--- config.mk ---
export PLATFORM = sky130hd
export DESIGN_NAME = div_unit
export DESIGN_NICKNAME = d
export VERILOG_FILES = /design/src/rtl/div_unit_pkg.sv /design/src/rtl/div_step.sv /design/src/rtl/div_unit.sv
export SDC_FILE = /design/constraint.sdc
export NUM_CORES = 1
export LEC_CHECK = 0
export BUFFER_PORTS_ARGS = -buffer_cell sky130_fd_sc_hd__buf_2
export CAP_MARGIN = 20
export CORE_AREA = 2 2 158 160
export CTS_CLUSTER_SIZE = 28
export DETAILED_ROUTE_END_ITERATION = 16
export DIE_AREA = 0 0 160 162
export PLACE_DENSITY = 0.71
export SLEW_MARGIN = 40
export SYNTH_ARGS = -nofsm -noshare
export SYNTH_HDL_FRONTEND = slang
export SYNTH_SLANG_ARGS = --single-unit
--- constraint.sdc ---
create_clock -name clk -period 5.2 [get_ports clk]
set_input_delay 0.26 -clock clk [delete_from_list [all_inputs] [get_ports clk]]
set_output_delay 0.26 -clock clk [all_outputs]
set_load 0.01 [all_outputs]
--- src/rtl/div_unit_pkg.sv ---
// rtl/div_unit_pkg.sv - shared constants, state encoding and decode helper for the RV32M divider
package div_unit_pkg;

    localparam int DIV_XLEN  = 32;
    localparam int DIV_CNT_W = 6;

    localparam logic [2:0] F3_DIV  = 3'b100;
    localparam logic [2:0] F3_DIVU = 3'b101;
    localparam logic [2:0] F3_REM  = 3'b110;
    localparam logic [2:0] F3_REMU = 3'b111;

    localparam logic [6:0] OPCODE_OP     = 7'b0110011;
    localparam logic [6:0] FUNCT7_MULDIV = 7'b0000001;

    typedef enum logic [1:0] {
        IDLE = 2'd0,
        BUSY = 2'd1,
        DONE = 2'd2
    } div_state_e;

    // Decoder helper: true for DIV/DIVU/REM/REMU, the only encodings that may raise start.
    function automatic logic is_div_op(input logic [6:0] opcode,
                                       input logic [6:0] funct7,
                                       input logic [2:0] funct3);
        return (opcode == OPCODE_OP) && (funct7 == FUNCT7_MULDIV) && funct3[2];
    endfunction

endpackage

--- src/rtl/div_step.sv ---
// rtl/div_step.sv - one combinational restoring-division iteration
module div_step
    import div_unit_pkg::*;
#(
    parameter int XLEN = DIV_XLEN
) (
    input  logic [XLEN-1:0] rem,
    input  logic [XLEN-1:0] q,
    input  logic [XLEN-1:0] divisor,
    output logic [XLEN-1:0] rem_next,
    output logic [XLEN-1:0] q_next
);

    // The trial remainder needs XLEN+1 bits: the bit shifted out of rem can make it exceed any divisor.
    logic [XLEN:0]   trial;
    logic [XLEN-1:0] diff;

    // Shift the next dividend bit in, subtract the divisor if it fits, and record the quotient bit.
    always_comb begin
        trial = {rem, q[XLEN-1]};
        diff  = trial[XLEN-1:0] - divisor;
        if (trial >= {1'b0, divisor}) begin
            rem_next = diff;
            q_next   = {q[XLEN-2:0], 1'b1};
        end else begin
            rem_next = trial[XLEN-1:0];
            q_next   = {q[XLEN-2:0], 1'b0};
        end
    end

endmodule

--- src/rtl/div_unit.sv ---
// rtl/div_unit.sv - iterative RV32M divider producing a stall and one write-back beat
module div_unit
    import div_unit_pkg::*;
#(
    parameter int XLEN  = DIV_XLEN,
    parameter int CNT_W = DIV_CNT_W
) (
    input  logic            clk,
    input  logic            rst,
    input  logic            start,
    input  logic [2:0]      funct3,
    input  logic [XLEN-1:0] op_a,
    input  logic [XLEN-1:0] op_b,
    input  logic [4:0]      rd_in,
    output logic            div_stall,
    output logic            result_valid,
    output logic [XLEN-1:0] result,
    output logic [4:0]      rd_out
);

    localparam logic [XLEN-1:0] INT_MIN = {1'b1, {(XLEN-1){1'b0}}};
    localparam logic [CNT_W-1:0] LAST_CNT = CNT_W'(XLEN - 1);

    div_state_e state, state_next;

    logic [CNT_W-1:0] cnt;
    logic [XLEN-1:0]  rem, q, divisor;
    logic [XLEN-1:0]  rem_next, q_next;
    logic             is_rem, neg_q, neg_r;
    logic [4:0]       rd_q;

    // Start-cycle decode of the incoming operands.
    logic            go, is_rem_in, sgn_in, a_neg, b_neg, b_zero, ovf, special;
    logic [XLEN-1:0] abs_a, abs_b;

    // start only accompanies divide funct3 values; qualifying it keeps a stray MUL decode from stalling.
    assign go        = start && (funct3 inside {F3_DIV, F3_DIVU, F3_REM, F3_REMU});
    assign is_rem_in = (funct3 == F3_REM) || (funct3 == F3_REMU);
    assign sgn_in    = (funct3 == F3_DIV) || (funct3 == F3_REM);
    assign a_neg     = sgn_in && op_a[XLEN-1];
    assign b_neg     = sgn_in && op_b[XLEN-1];
    assign abs_a     = a_neg ? -op_a : op_a;
    assign abs_b     = b_neg ? -op_b : op_b;
    assign b_zero    = (op_b == '0);
    assign ovf       = sgn_in && (op_a == INT_MIN) && (op_b == '1);
    assign special   = b_zero || ovf;

    div_step #(.XLEN(XLEN)) u_step (
        .rem      (rem),
        .q        (q),
        .divisor  (divisor),
        .rem_next (rem_next),
        .q_next   (q_next)
    );

    // State register; reset drops any operation in flight.
    always_ff @(posedge clk or posedge rst) begin
        if (rst) state <= IDLE;
        else     state <= state_next;
    end

    // Next state, the stall seen by the hazard unit, and the write-back strobe.
    always_comb begin
        state_next   = state;
        div_stall    = 1'b0;
        result_valid = 1'b0;
        case (state)
            IDLE: begin
                if (go) begin
                    div_stall  = 1'b1;
                    state_next = special ? DONE : BUSY;
                end
            end
            BUSY: begin
                div_stall = 1'b1;
                if (cnt == LAST_CNT) state_next = DONE;
            end
            DONE: begin
                result_valid = 1'b1;
                state_next   = IDLE;
            end
            default: state_next = IDLE;
        endcase
    end

    // Operand capture, one restoring step per BUSY cycle, and result registration on entry to DONE.
    always_ff @(posedge clk or posedge rst) begin
        if (rst) begin
            cnt     <= '0;
            rem     <= '0;
            q       <= '0;
            divisor <= '0;
            is_rem  <= 1'b0;
            neg_q   <= 1'b0;
            neg_r   <= 1'b0;
            rd_q    <= '0;
            result  <= '0;
            rd_out  <= '0;
        end else begin
            case (state)
                IDLE: begin
                    if (go) begin
                        cnt     <= '0;
                        rem     <= '0;
                        q       <= abs_a;
                        divisor <= abs_b;
                        is_rem  <= is_rem_in;
                        neg_q   <= sgn_in && (op_a[XLEN-1] ^ op_b[XLEN-1]) && !b_zero;
                        neg_r   <= a_neg;
                        rd_q    <= rd_in;
                        // Divide-by-zero and signed overflow have fixed answers and skip iteration.
                        if (b_zero) begin
                            result <= is_rem_in ? op_a : '1;
                            rd_out <= rd_in;
                        end else if (ovf) begin
                            result <= is_rem_in ? '0 : INT_MIN;
                            rd_out <= rd_in;
                        end
                    end
                end
                BUSY: begin
                    rem <= rem_next;
                    q   <= q_next;
                    cnt <= cnt + 1'b1;
                    if (cnt == LAST_CNT) begin
                        // Magnitudes were divided; signs are restored here from the captured flags.
                        if (is_rem) result <= neg_r ? -rem_next : rem_next;
                        else        result <= neg_q ? -q_next : q_next;
                        rd_out <= rd_q;
                    end
                end
                default: ;
            endcase
        end
    end

endmodule

# ---- After elaboration in Yosys (flattened, before gate mapping)
# Index checks and enable logic that the tools add are counted.
dict set report totals {
  reg_bits 149
  inputBits 75
}
dict set report classes {
  mux 32
  magnitude_cmp 1
  eq_ne 12
  n_addsub 6
  bitwise_logic 1
  reduce_logical 19
}
# operator count
set op_table {}
lappend op_table {{two-way mux 32 bit} 14}
lappend op_table {{case mux 32 bit (2 select lines)} 3}
lappend op_table {{negation 32 bit} 4}
lappend op_table {{equality test 32 bit (second input constant)} 2}
lappend op_table {{greater-or-equal comparator 33 x 32 -> 1 bit} 1}
lappend op_table {{zero test 32 bit} 1}
lappend op_table {{subtractor 32 bit} 1}
lappend op_table {{two-way mux 5 bit} 4}
lappend op_table {{equality test 3 bit (second input constant)} 4}
lappend op_table {{case mux 6 bit (2 select lines)} 1}
lappend op_table {{case mux 5 bit (2 select lines)} 1}
lappend op_table {{logical AND 1 bit} 7}
lappend op_table {{adder 6 x 1 -> 6 bit (second input constant)} 1}
lappend op_table {{equality test 6 x 5 -> 1 bit (second input constant)} 1}
lappend op_table {{two-way mux 2 bit} 3}
lappend op_table {{two-way mux 6 bit} 1}
lappend op_table {{AND reduction 2 bit} 3}
lappend op_table {{inequality test 2 bit (second input constant)} 2}
lappend op_table {{case mux 2 bit (2 select lines)} 1}
lappend op_table {{AND reduction 4 bit} 1}
lappend op_table {{nonzero test 4 bit} 1}
lappend op_table {{logical OR 1 bit} 3}
lappend op_table {{two-way mux 1 bit} 3}
lappend op_table {{inequality test 3 bit (second input constant)} 1}
lappend op_table {{other kinds (7)} 7}

# ---- Depth between registers and ports, before layout
dict set report logic_depth {
  word_depth 8
  ltp_mapped 25
}

# ---- Hierarchy
# Synthesis repeated with hierarchy kept, for this count alone.
dict set report hier_totals {
  cells_unflattened 1452
  hier_area_um2 12024.0
}
# module seq_area_each_um2 cells_per_inst n_inst area_each_um2
set modules_own_cells {}
lappend modules_own_cells {div_unit 3728.6 1097 1 9497.9}
lappend modules_own_cells {div_step 0.0 355 1 2526.2}

# ---- Least setup slack after synthesis
# No wires, ideal clock.
dict set report synth_path {
  path_type {register -> register}
  startpoint {register rem[14]}
  endpoint {register result[26]}
  setup_ps 123
  path_stages_with_launch 25
  n_path_buf 6
  path_slack_ps 204
  arrival_time_ps 4873
  cell_sequence {dfrtp_1 -> ha_1 -> buf_2 -> and4_1 -> and4_1 -> a22oi_1 -> a311oi_2 -> o21a_1 -> buf_6 -> inv_4 -> buf_6 -> buf_2 -> buf_1 -> clkbuf_1 -> nor2_1 -> a21oi_1 -> ha_1 -> nand3_1 -> nor4_1 -> mux2i_1 -> a221oi_2 -> o2111ai_1 -> and3_1 -> o31a_1 -> o221a_1}
}
dict set report synth_via {
  elab_chain_len 7
  elab_cells_between_ends 11
}
# element line_no
set synth_lines {}
lappend synth_lines {{from (decl)} div_unit.sv:27} ;# logic [XLEN-1:0] rem, q, divisor;
lappend synth_lines {{from (signal assigned)} div_unit.sv:122} ;# rem <= rem_next;
lappend synth_lines {{subtractor 32 bit or greater-or-equal comparator 33 x 32 -> 1 bit (tied branches)} {div_step.sv:21, div_step.sv:22}}
lappend synth_lines {{two-way mux 32 bit or two-way mux 1 bit (tied branches)} div_step.sv:22} ;# if (trial >= {1'b0, divisor}) begin
lappend synth_lines {{negation 32 bit (on tied branches)} {div_unit.sv:127, div_unit.sv:128}}
lappend synth_lines {{two-way mux 32 bit (on tied branches)} {div_unit.sv:127, div_unit.sv:128}}
lappend synth_lines {{two-way mux 32 bit (*)} div_unit.sv:127} ;# if (is_rem) result <= neg_r ? -rem_next : rem_next;
lappend synth_lines {{two-way mux 32 bit (*)} div_unit.sv:125} ;# if (cnt == LAST_CNT) begin
lappend synth_lines {{case mux 32 bit (2 select lines) (*)} div_unit.sv:100} ;# case (state)
lappend synth_lines {{to (signal assigned)} div_unit.sv:113} ;# result <= is_rem_in ? op_a : '1;
lappend synth_lines {{to (signal assigned)} div_unit.sv:127}
lappend synth_lines {{to (signal assigned)} div_unit.sv:128} ;# else result <= neg_q ? -q_next : q_next;
lappend synth_lines {{to (decl)} div_unit.sv:17} ;# output logic [XLEN-1:0] result,
# Mark *: on every way between the ends. The rest lies on a longest branch, timed or not. The select of a mux whose other input is x is not followed.
# A chain may end at the register's enable or synchronous reset.

# ---- Worst setup path after layout
dict set report layout_path {
  startpoint {register rem[7]}
  endpoint {register result[26]}
}
# Same word-level chain as after synthesis.

==> impl_metrics.py <==
metrics = {
    "floorplanning": {
        "rows": 57,
        "fp.dieH_um": 162,
        "coreArea_mm2": 0.0241,
        "die_area_mm2": 0.0259,
        "ioPinCount": 114,
        "die_x_um": 160,
        "initial_core_util_pct": 49.4,
    },
    "synth": {
        "syn_inst": 1519,
        "ys_ff_latch": 149,
        "avgSynthCellArea_um2": 7.83,
        "synth.yosys.seq_area_share_pct": 31.3,
        "synth-edff-count": 0,
        "ys.flop_type": "dfrtp_1",
        "synth_cell_types": 82,
        "ys_warn_count": 0,
        "synthArstFlopShare_pct": 100,
        "syn_nets": 1633,
        "synthesis.area_mm2": 0.0119,
    },
    "timing": {
        "final-hold-violation-count": 0,
        "period_minus_slack_ns": 4.80,
        "final.setup.tns_ns": 0,
        "maxSlewHeadroom_pct": 44.1,
        "whs_ns": 0.0247,
        "fmax_ghz": 0.208,
        "final_max_slew_viol_count": 0,
        "setup-violations-final": 0,
        "max_slew.worst_pin.slew_ns": 0.832,
        "rsz0062_at_grt": "false",
        "fin_skew_ns": 0.0166,
        "finalCritPeriodShare_pct": 92.3,
    },
    "drt": {
        "wl_met3_um": 2880,
        "ant_nets": 0,
        "wl_met1_um": 17500,
        "drt_iter0_drc": 1031,
        "drc": 0,
        "vias_per_cell": 6.21,
        "vias": 11984,
        "top_layer_used": "met4",
        "drt-total-wl_um": 39200,
        "wl_per_cell_um": 20.3,
        "drtPass1Iterations": 5,
        "wl_met2_um": 17700,
    },
    "global_route": {
        "gr-usage-all-layers_pct": 30.2,
        "grt_pass1_wl_um": 61900,
        "grt_max_degree": 100,
        "grt_overflow": 0,
        "grt_pass1_vias": 11383,
        "antenna_found_initial": 0,
    },
    "job": {
        "cap_violations": 0,
    },
    "worst_setup_path": {
        "cp_max_fo": 16,
        "crit_type": "reg -> reg",
        "r2r_setup_slack_ns": 0.40,
        "critical-path-slowest-cell": "ha_1",
        "cp.required_ns": 5.52,
        "endpoint_kind": "flop",
        "worstPathCellList": "ha_1 > and4_4 > and2_4 > o2111ai_2 > a311oi_4 > o21a_4 > inv_4 > a21oi_1 > ha_1 > nand3_1 > nor4_1 > mux2i_1 > a221oi_2 > buf_4 > o2111ai_1 > and3_1 > o31a_1 > o221a_1",
        "cpMostUsedCell": "ha_1",
        "crit_path_start_kind": "flop",
        "timing.rr.end": "result[26]$_DFFE_PP0P_",
        "cp_top_family": "compound AO/OA/AOI/OAI gates",
        "crit_buf_inv": 2,
        "r2r_cells": 18,
        "cp_slowest_stage_delay_ns": 0.48,
        "arrival_ns": 5.11,
        "r2r_start": "rem[7]$_DFFE_PP0P_",
    },
    "clocking": {
        "clock-sinks": 149,
        "cts.htree.levels": 4,
        "clk_pin_slew_worst_paths_ns": 0.07,
        "clkLatencyLatePin_ns": 0.44,
        "cts_buffer_depth": 2,
        "cts_inserted_buffers": 17,
        "cts_tree": "done",
        "cts-root-buf": "clkbuf_16",
    },
    "min_path": {
        "hold_path_end": "rd_q[2]$_DFFE_PP0P_",
        "hp-class": "in -> reg",
        "hold_start": "rd_in[2]",
        "hold_depth": 3,
    },
    "placement": {
        "port_buffers": 113,
        "place_hpwl_um": 29000,
        "gp_congestion": 0.927,
    },
    "final_layout": {
        "layout-drive-gt1-share_pct": 12.8,
        "area_growth_pct": 12.5,
        "antenna_cells": 0,
        "fill_cells": 2376,
        "fin_nets": 1708,
    },
    "status": {
        "status": "finished, final reports clean",
    },
}
synth_stat cells, drive strengths merged, types with 7 or more instances:
library cell	number	share of area [%]
nand4	17	0.89
inv	63	2.0
and3	7	0.37
o21a	12	0.76
o31ai	20	1.3
o21ai	206	8.7
nand2b	9	0.47
or4	8	0.54
a211oi	7	0.44
buf	28	1.3
clkbuf	58	1.8
nor3	34	1.4
ha	38	4.0
o41ai	11	0.87
nand2	189	6.0
nor2	119	3.8
xor2	55	4.0
and2	10	0.55
nand3b	9	0.57
o211ai	22	1.4
a21oi	90	3.8
xnor2	78	5.7
mux2i	26	2.2
nand3	33	1.4
dfrtp	149	31
nor4	21	1.2
a22oi	34	2.1
or3	20	1.1
or2	8	0.42
a31oi	39	2.1
layer usage:
layer | GRT usage [%] | vias up
met5 | 0 | -
met4 | 10.5 | 0
met3 | 4.55 | 82
met2 | 48.1 | 485
met1 | 42.0 | 5762
li1 | - | 5655
worst max-delay path by stage:
stage,from,to,slack [ns],depth (start not counted)
final,rem[7]$_DFFE_PP0P_,result[26]$_DFFE_PP0P_,0.40,18
after global routing,rem[17]$_DFFE_PP0P_,result[26]$_DFFE_PP0P_,0.01,19
after CTS,rem[7]$_DFFE_PP0P_,result[26]$_DFFE_PP0P_,0.20,17
after detailed placement,rem[7]$_DFFE_PP0P_,result[26]$_DFFE_PP0P_,0.26,17
after global placement,rem[7]$_DFFE_PP0P_,result[26]$_DFFE_PP0P_,0.39,17
after floorplan,rem[14]$_DFFE_PP0P_,result[26]$_DFFE_PP0P_,0.20,24
placed cells by master (no fill, tap or decap), types with 38 or more instances in the layout:
master,count
nand2_1,188
o21ai_0,202
ha_1,38
xnor2_1,78
xor2_1,55
a21oi_1,88
buf_2,113
inv_1,61
dfrtp_1,149
nor2_1,117
a31oi_1,38
registers in the layout, summed over array words and instances (netlist names), 2 cells and up:
signal   cells
rem         32
cnt          6
divisor     32
state        2
q           32
result      32
rd_out       5
rd_q         5
repair_timing:
item                                    in CTS  in global routing
endpoints found under the setup margin       0                  5
resized for setup                            0                  3
hold endpoints to repair                    68                  0
hold buffers                                 1                  0
buffers inserted                             0                  1
cell families after synthesis:
logic type | after synthesis | share of synthesized area (%)
simple gates | 510 | 20.4
compound gates | 509 | 26.7
buf+inv | 151 | 5.16
flops | 149 | 31.3
xor+xnor | 133 | 9.79
fa+ha+maj | 39 | 4.16
mux | 28 | 2.38
metrics by stage:
| stage | setup slack, ns | cell area [um^2] | util [%] | std cells |
|---|---|---|---|---|
| detailed placement | 0.260 | 12700 | 52.8 | 1895 |
| finish | 0.402 | 13400 | 55.5 | 1930 |
| global placement | 0.391 | 12700 | 52.8 | 1895 |
| global route | 0.0135 | 13400 | 55.5 | 1930 |
| CTS | 0.198 | 13300 | 55.2 | 1927 |
| floorplan | 0.204 | 11900 | - | 1519 |
tightest hold or removal path: cells and delay by family:
family,cells,cell delay (ns)
buffers and inverters,1,0.09
and+or+nand+nor,2,0.09
cell type report:
| class | count | area, um^2 | share of cell area, % |
|---|---|---|---|
| Multi-Input combinational cell | 1219 | 7610 | 56.9 |
| Sequential cell | 149 | 3730 | 27.9 |
| Timing Repair Buffer | 142 | 820 | 6.12 |
| Clock buffer | 17 | 425 | 3.18 |
| Tap cell | 324 | 405 | 3.03 |
| Inverter | 65 | 251 | 1.88 |
| Clock inverter | 14 | 143 | 1.07 |
Power is not shown: default switching activity piles up to over one toggle a cycle in this logic, so the estimate is an artifact.
